===== src/rtl/axi4_slave_wb_bridge.sv =====
// AXI4-Lite slave to pipelined Wishbone B4 master bridge.
// Each AXI read or write becomes exactly one WB cycle. Only one transaction is
// in flight at a time. Write and read requests that arrive together are
// arbitrated round-robin. A WB cycle that hangs is ended by an optional
// timeout that reports SLVERR.
module axi4_slave_wb_bridge #(
    parameter int ADDR_WIDTH = 32,
    parameter int DATA_WIDTH = 32,
    parameter int TIMEOUT    = 255
) (
    input  logic                      wb_clk_i,
    input  logic                      wb_rst_i,
    input  logic                      s_axi_awvalid,
    output logic                      s_axi_awready,
    input  logic [ADDR_WIDTH-1:0]     s_axi_awaddr,
    input  logic                      s_axi_wvalid,
    output logic                      s_axi_wready,
    input  logic [DATA_WIDTH-1:0]     s_axi_wdata,
    input  logic [DATA_WIDTH/8-1:0]   s_axi_wstrb,
    output logic                      s_axi_bvalid,
    input  logic                      s_axi_bready,
    output logic [1:0]                s_axi_bresp,
    input  logic                      s_axi_arvalid,
    output logic                      s_axi_arready,
    input  logic [ADDR_WIDTH-1:0]     s_axi_araddr,
    output logic                      s_axi_rvalid,
    input  logic                      s_axi_rready,
    output logic [DATA_WIDTH-1:0]     s_axi_rdata,
    output logic [1:0]                s_axi_rresp,
    output logic                      wbm_cyc_o,
    output logic                      wbm_stb_o,
    output logic                      wbm_we_o,
    output logic [ADDR_WIDTH-1:0]     wbm_adr_o,
    output logic [DATA_WIDTH-1:0]     wbm_dat_o,
    output logic [DATA_WIDTH/8-1:0]   wbm_sel_o,
    input  logic                      wbm_stall_i,
    input  logic                      wbm_ack_i,
    input  logic                      wbm_err_i,
    input  logic [DATA_WIDTH-1:0]     wbm_dat_i
);
    localparam int STRB_WIDTH = DATA_WIDTH / 8;
    // A zero-width counter is illegal, so TIMEOUT=0 still gets one (unused) bit.
    localparam int CNT_WIDTH = (TIMEOUT > 0) ? $clog2(TIMEOUT + 1) : 1;
    localparam logic [CNT_WIDTH-1:0] CNT_MAX  = CNT_WIDTH'(TIMEOUT);
    localparam logic [CNT_WIDTH-1:0] CNT_LAST = CNT_WIDTH'(TIMEOUT - 1);
    localparam logic [1:0] RESP_OKAY   = 2'b00;
    localparam logic [1:0] RESP_SLVERR = 2'b10;

    typedef enum logic [2:0] {
        IDLE,
        WB_REQ,
        WB_WAIT,
        B_RESP,
        R_RESP
    } state_t;

    state_t                  state;
    state_t                  state_next;
    logic                    last_write;
    logic                    we;
    logic [ADDR_WIDTH-1:0]   adr;
    logic [DATA_WIDTH-1:0]   dat;
    logic [STRB_WIDTH-1:0]   sel;
    logic [1:0]              resp;
    logic [DATA_WIDTH-1:0]   rdata;
    logic [CNT_WIDTH-1:0]    cnt;

    logic                    wr_elig;
    logic                    rd_elig;
    logic                    grant_wr;
    logic                    grant_rd;
    logic                    in_cycle;
    logic                    resp_phase;
    logic                    term_ack;
    logic                    term_err;
    logic                    term_to;
    logic                    term;

    // Arbitration: a write needs both AW and W; on a tie the type not served last wins.
    always_comb begin
        wr_elig  = s_axi_awvalid & s_axi_wvalid;
        rd_elig  = s_axi_arvalid;
        grant_wr = 1'b0;
        grant_rd = 1'b0;
        if ((state == IDLE) && !wb_rst_i) begin
            if (wr_elig && (!rd_elig || !last_write)) begin
                grant_wr = 1'b1;
            end else if (rd_elig) begin
                grant_rd = 1'b1;
            end
        end
    end

    // WB termination: ack/err count once stb has been accepted; err beats ack, and either beats timeout.
    always_comb begin
        in_cycle   = (state == WB_REQ) || (state == WB_WAIT);
        resp_phase = (state == WB_WAIT) || ((state == WB_REQ) && !wbm_stall_i);
        term_err   = resp_phase & wbm_err_i;
        term_ack   = resp_phase & wbm_ack_i & ~wbm_err_i;
        term_to    = in_cycle & ~(term_ack | term_err) & (TIMEOUT != 0) & (cnt == CNT_LAST);
        term       = term_ack | term_err | term_to;
    end

    // State register.
    always_ff @(posedge wb_clk_i or posedge wb_rst_i) begin
        if (wb_rst_i) begin
            state <= IDLE;
        end else begin
            state <= state_next;
        end
    end

    // Next-state logic.
    always_comb begin
        state_next = state;
        case (state)
            IDLE: begin
                if (grant_wr || grant_rd) begin
                    state_next = WB_REQ;
                end
            end
            WB_REQ: begin
                if (term) begin
                    state_next = we ? B_RESP : R_RESP;
                end else if (!wbm_stall_i) begin
                    state_next = WB_WAIT;
                end
            end
            WB_WAIT: begin
                if (term) begin
                    state_next = we ? B_RESP : R_RESP;
                end
            end
            B_RESP: begin
                if (s_axi_bready) begin
                    state_next = IDLE;
                end
            end
            R_RESP: begin
                if (s_axi_rready) begin
                    state_next = IDLE;
                end
            end
            default: state_next = IDLE;
        endcase
    end

    // Request capture, timeout counter and response capture.
    always_ff @(posedge wb_clk_i or posedge wb_rst_i) begin
        if (wb_rst_i) begin
            last_write <= 1'b0;
            we         <= 1'b0;
            adr        <= '0;
            dat        <= '0;
            sel        <= '0;
            resp       <= RESP_OKAY;
            rdata      <= '0;
            cnt        <= '0;
        end else begin
            if (grant_wr) begin
                adr        <= s_axi_awaddr;
                dat        <= s_axi_wdata;
                sel        <= s_axi_wstrb;
                we         <= 1'b1;
                cnt        <= '0;
                last_write <= 1'b1;
            end else if (grant_rd) begin
                adr        <= s_axi_araddr;
                sel        <= '1;
                we         <= 1'b0;
                cnt        <= '0;
                last_write <= 1'b0;
            end else if (in_cycle && (cnt != CNT_MAX)) begin
                cnt <= cnt + 1'b1;
            end
            if (term) begin
                resp <= term_ack ? RESP_OKAY : RESP_SLVERR;
                if (!we) begin
                    rdata <= term_ack ? wbm_dat_i : '0;
                end
            end
        end
    end

    // Handshake and bus outputs decode straight from state so reset clears them at once.
    assign s_axi_awready = grant_wr;
    assign s_axi_wready  = grant_wr;
    assign s_axi_arready = grant_rd;
    assign s_axi_bvalid  = (state == B_RESP);
    assign s_axi_rvalid  = (state == R_RESP);
    assign s_axi_bresp   = resp;
    assign s_axi_rresp   = resp;
    assign s_axi_rdata   = rdata;
    assign wbm_cyc_o     = in_cycle;
    assign wbm_stb_o     = (state == WB_REQ);
    assign wbm_we_o      = we & in_cycle;
    assign wbm_adr_o     = adr;
    assign wbm_dat_o     = dat;
    assign wbm_sel_o     = sel;

endmodule

===== config.mk =====
export PLATFORM = sky130hd
export DESIGN_NAME = axi4_slave_wb_bridge
export DESIGN_NICKNAME = d
export VERILOG_FILES = /design/src/rtl/axi4_slave_wb_bridge.sv
export SDC_FILE = /design/constraint.sdc
export NUM_CORES = 1
export LEC_CHECK = 0
export ABC_AREA = 0
export BUFFER_PORTS_ARGS = -buffer_cell sky130_fd_sc_hd__buf_2
export CAP_MARGIN = 40
export CORE_ASPECT_RATIO = 1.75
export CORE_MARGIN = 2
export CORE_UTILIZATION = 49
export DETAILED_ROUTE_END_ITERATION = 12
export GPL_TIMING_DRIVEN = 0
export PLACE_DENSITY = 0.82
export SKIP_CTS_REPAIR_TIMING = 1
export SYNTH_ARGS = -nofsm -noshare
export SYNTH_HDL_FRONTEND = slang
export SYNTH_SLANG_ARGS = --single-unit

===== constraint.sdc =====
create_clock -name wb_clk_i -period 5.45 [get_ports wb_clk_i]
set_input_delay 0.8175 -clock wb_clk_i [delete_from_list [all_inputs] [get_ports wb_clk_i]]
set_output_delay 0.8175 -clock wb_clk_i [all_outputs]
set_load 0.02 [all_outputs]

==> run_results.csv <==
group,metric,value,unit
critical_path,cp-start-kind,"flip-flop",
global_routing,grt_max_degree,69,
synthesis,netlist_instances,490,
critical_path,crit_top_cell,"buf_4",
floorplanning,start_util,0.505,
route,avgRoutedWirePerCell,16.3,um
final_layout,antenna_cells,0,
sta,tightest_slew,590,ps
synthesis,synth_xor_area_frac,0.00182,
critical_path,crit_chain,"buf_4, nor4_4, nand4_2, inv_2, buf_4, buf_2, buf_4, buf_2",
route,wl,14600,um
synthesis,yosysTopAreaCell,"dfrtp_1",
sta,finalCriticalPeriod,3370,ps
route,drc,0,
synthesis,yosys.area_share.simple,0.200,
clock_network,cts_root_buf,"clkbuf_16",
final_layout,fillers,744,
critical_path,r2r_setup_slack,3340,ps
critical_path,arrival,2550,ps
critical_path,crit_slowest_cell,"nor4_4",
sta,relSlewSlack,0.607,
synthesis,synth-compound-area-share,0.147,
clock_network,clk_pin_slew_worst_paths,50,ps
synthesis,synth-edff-count,0,
sta,finalHoldWorstSlack,466,ps
floorplanning,io_pins,254,
critical_path,reg2reg_depth,8,
critical_path,crit_required,4630,ps
sta,skew,9.92,ps
clock_network,cts_tree,"done",
clock_network,cts_buffer_depth,2,
critical_path,cp-end-kind,"primary output",
synthesis,synth_fa_ha_area_frac,0.00520,
floorplanning,row_count,47,
sta,slew_violations,0,
final_layout,drive_gt1_frac,0.409,
critical_path,crit_fanout,11,
synthesis,post-synth-top-count-cell,"nand2_1",
power,leakage,3.74,nW
power,ir_drop,0.344,mV
synthesis,syn_avg_cell_area,9.81,um2
sta,fmax,297,MHz
hold_path,whs_endpoint,"wbm_dat_o[4]$_DFFE_PP0P_",
route,dr.first_iter.drc_count,264,
clock_network,clock-sinks,113,
final_layout,regArea,2830,um2
route,viasPerCell,5.30,
critical_path,worstSetupPathType,"flip-flop to primary output",
route,ant_nets,0,
floorplanning,fp.dieH,135,um
hold_path,min_from,"wbm_dat_o[4]$_DFFE_PP0P_",
final_layout,fin_util,0.720,
clock_network,htreeDepth,4,
floorplanning,die_x,78.9,um
synthesis,synth_top_family_by_area,"simple AND/OR/NAND/NOR gates",
global_routing,grt_pass1_vias,4883,
synthesis,synthDistinctLibCells,44,
power,p_per_area,604,nW/um2
sta,hold_viol,0,
global_routing,grt_pass1_wl,23100,um
synthesis,synth_area_leaders,"dfrtp_1 (59%), nand2_1 (13%), a22o_1 (5.8%)",
final_layout,final_nets,906,
hold_path,hold_path_depth,2,
sta,rsz0062_at_grt,"no",
synthesis,ys_warn_count,0,
hold_path,min_path_type,"flip-flop to flip-flop",
route,drt_first_pass_iters,4,
final_layout,multi_input_area,1730,um2
run_status,status,"finished, final reports clean",
synthesis,synth.area.mux_share,0.00416,
critical_path,r2r-end,"wbm_adr_o[7]$_DFFE_PP0P_",
route,vias,4743,
placement,dp_hpwl,11000,um
final_layout,syn_to_final_growth,42.6,%
synthesis,syn-cell-area,4810,um2
synthesis,synthFlopType,"dfrtp_1",
critical_path,timing.rr.start,"state[1]$_DFFE_PP0P_",
synthesis,synthArstFlopShare,1.00,
global_routing,grt-ovfl-total,0,
synthesis,netlist.area_leader.share,0.588,
run,max-cap-violations,0,
placement,gp_congestion,0.888,
clock_network,cts_buffers,17,
placement,port_buffers,251,
synthesis,yosysSeqAreaShare,0.588,
sta,finalSetupTns,0,ps
synthesis,ys_top_cells_by_count,"nand2_1 (170), dfrtp_1 (113), nor2_1 (34)",
floorplanning,die_area,10700,um2
critical_path,slowest_delay,420,ps
floorplanning,core_area,9530,um2
global_routing,antenna_found_initial,0,
global_routing,gr-usage-all-layers,0.279,
sta,period_share,0.618,
sta,setup_violations,0,
clock_network,clock_latency,400,ps
synthesis,ys_ff_latch,113,
## worst max-delay path by stage
stage                               from                         to  slack [ps]
finish              state[1]$_DFFE_PP0P_               s_axi_wready        2080
global route        state[1]$_DFFE_PP0P_               s_axi_wready        1900
CTS                 state[1]$_DFFE_PP0P_               s_axi_wready        2040
detailed placement              wb_rst_i               s_axi_wready        2180
global placement                wb_rst_i  wbm_dat_o[12]$_DFFE_PP0P_         420
floorplan                       wb_rst_i         cnt[0]$_DFFE_PP0P_        1630
## logic make-up after synthesis
family / Yosys count
AOI/OAI and AO/OA: 93
adders and majority gates: 2
DFF: 113
buffers and inverters: 46
xor gates and xnor gates: 1
muxes: 2
and+or+nand+nor: 232
other: 1
## state kept, by name, indices dropped and copies added (netlist names)
name         flops
state            3
wbm_sel_o        4
wbm_dat_o       32
s_axi_rdata     32
cnt              8
we               1
wbm_adr_o       32
s_axi_bresp      1
## metal layers
layer / vias up / part of all wire / track usage
met5: - / 0 / 0
met1: 2253 / 0.36 / 0.297
met3: 38 / 0.088 / 0.0956
li1: 2198 / - / -
met2: 254 / 0.52 / 0.494
met4: 0 / 0.032 / 0.127
## critical path: cells and delay by family, from the launching register on
kind          cells  cell delay, ps
simple gates      2             780
buf+inv           6            1000
flops             1             360
## placed cells by master (no fill, tap or decap), types with 5 or more instances in the layout
master / count
clkbuf_16: 17
clkbuf_1: 12
inv_1: 7
a31oi_1: 32
clkbuf_8: 5
a22o_1: 32
o22a_1: 5
dfrtp_1: 113
nand2_1: 170
nor2_1: 34
buf_6: 5
nand3_1: 9
buf_4: 7
buf_2: 267
## layout make-up
cell class,count,share of cell area
Clock inverter,5,0.0146
Tap cell,122,0.0223
Multi-Input combinational cell,332,0.252
Buffer,37,0.0325
Timing Repair Buffer,252,0.187
Inverter,9,0.00529
Clock buffer,25,0.0737
Sequential cell,113,0.412
## power breakdown
group | switching [W] | total [W] | internal (W)
sequential | 0.000189 | 0.00137 | 0.00118
clock | 0.000352 | 0.00112 | 0.000772
combinational | 0.00106 | 0.00165 | 0.000596
total | 0.00160 | 0.00414 | 0.00255
## through the flow
stage	worst slack (ps)	cells	total power (W)	instance area, um2
after global routing	1900	895	0.00438	6860
after detailed placement	2180	865	0.00302	6250
after floorplan	1630	491	0.00242	4810
after CTS	2040	895	0.00417	6860
after global placement	422	864	0.00296	6220
final	2080	895	0.00414	6860
No activity file was read; power rests on OpenSTA's default activity.
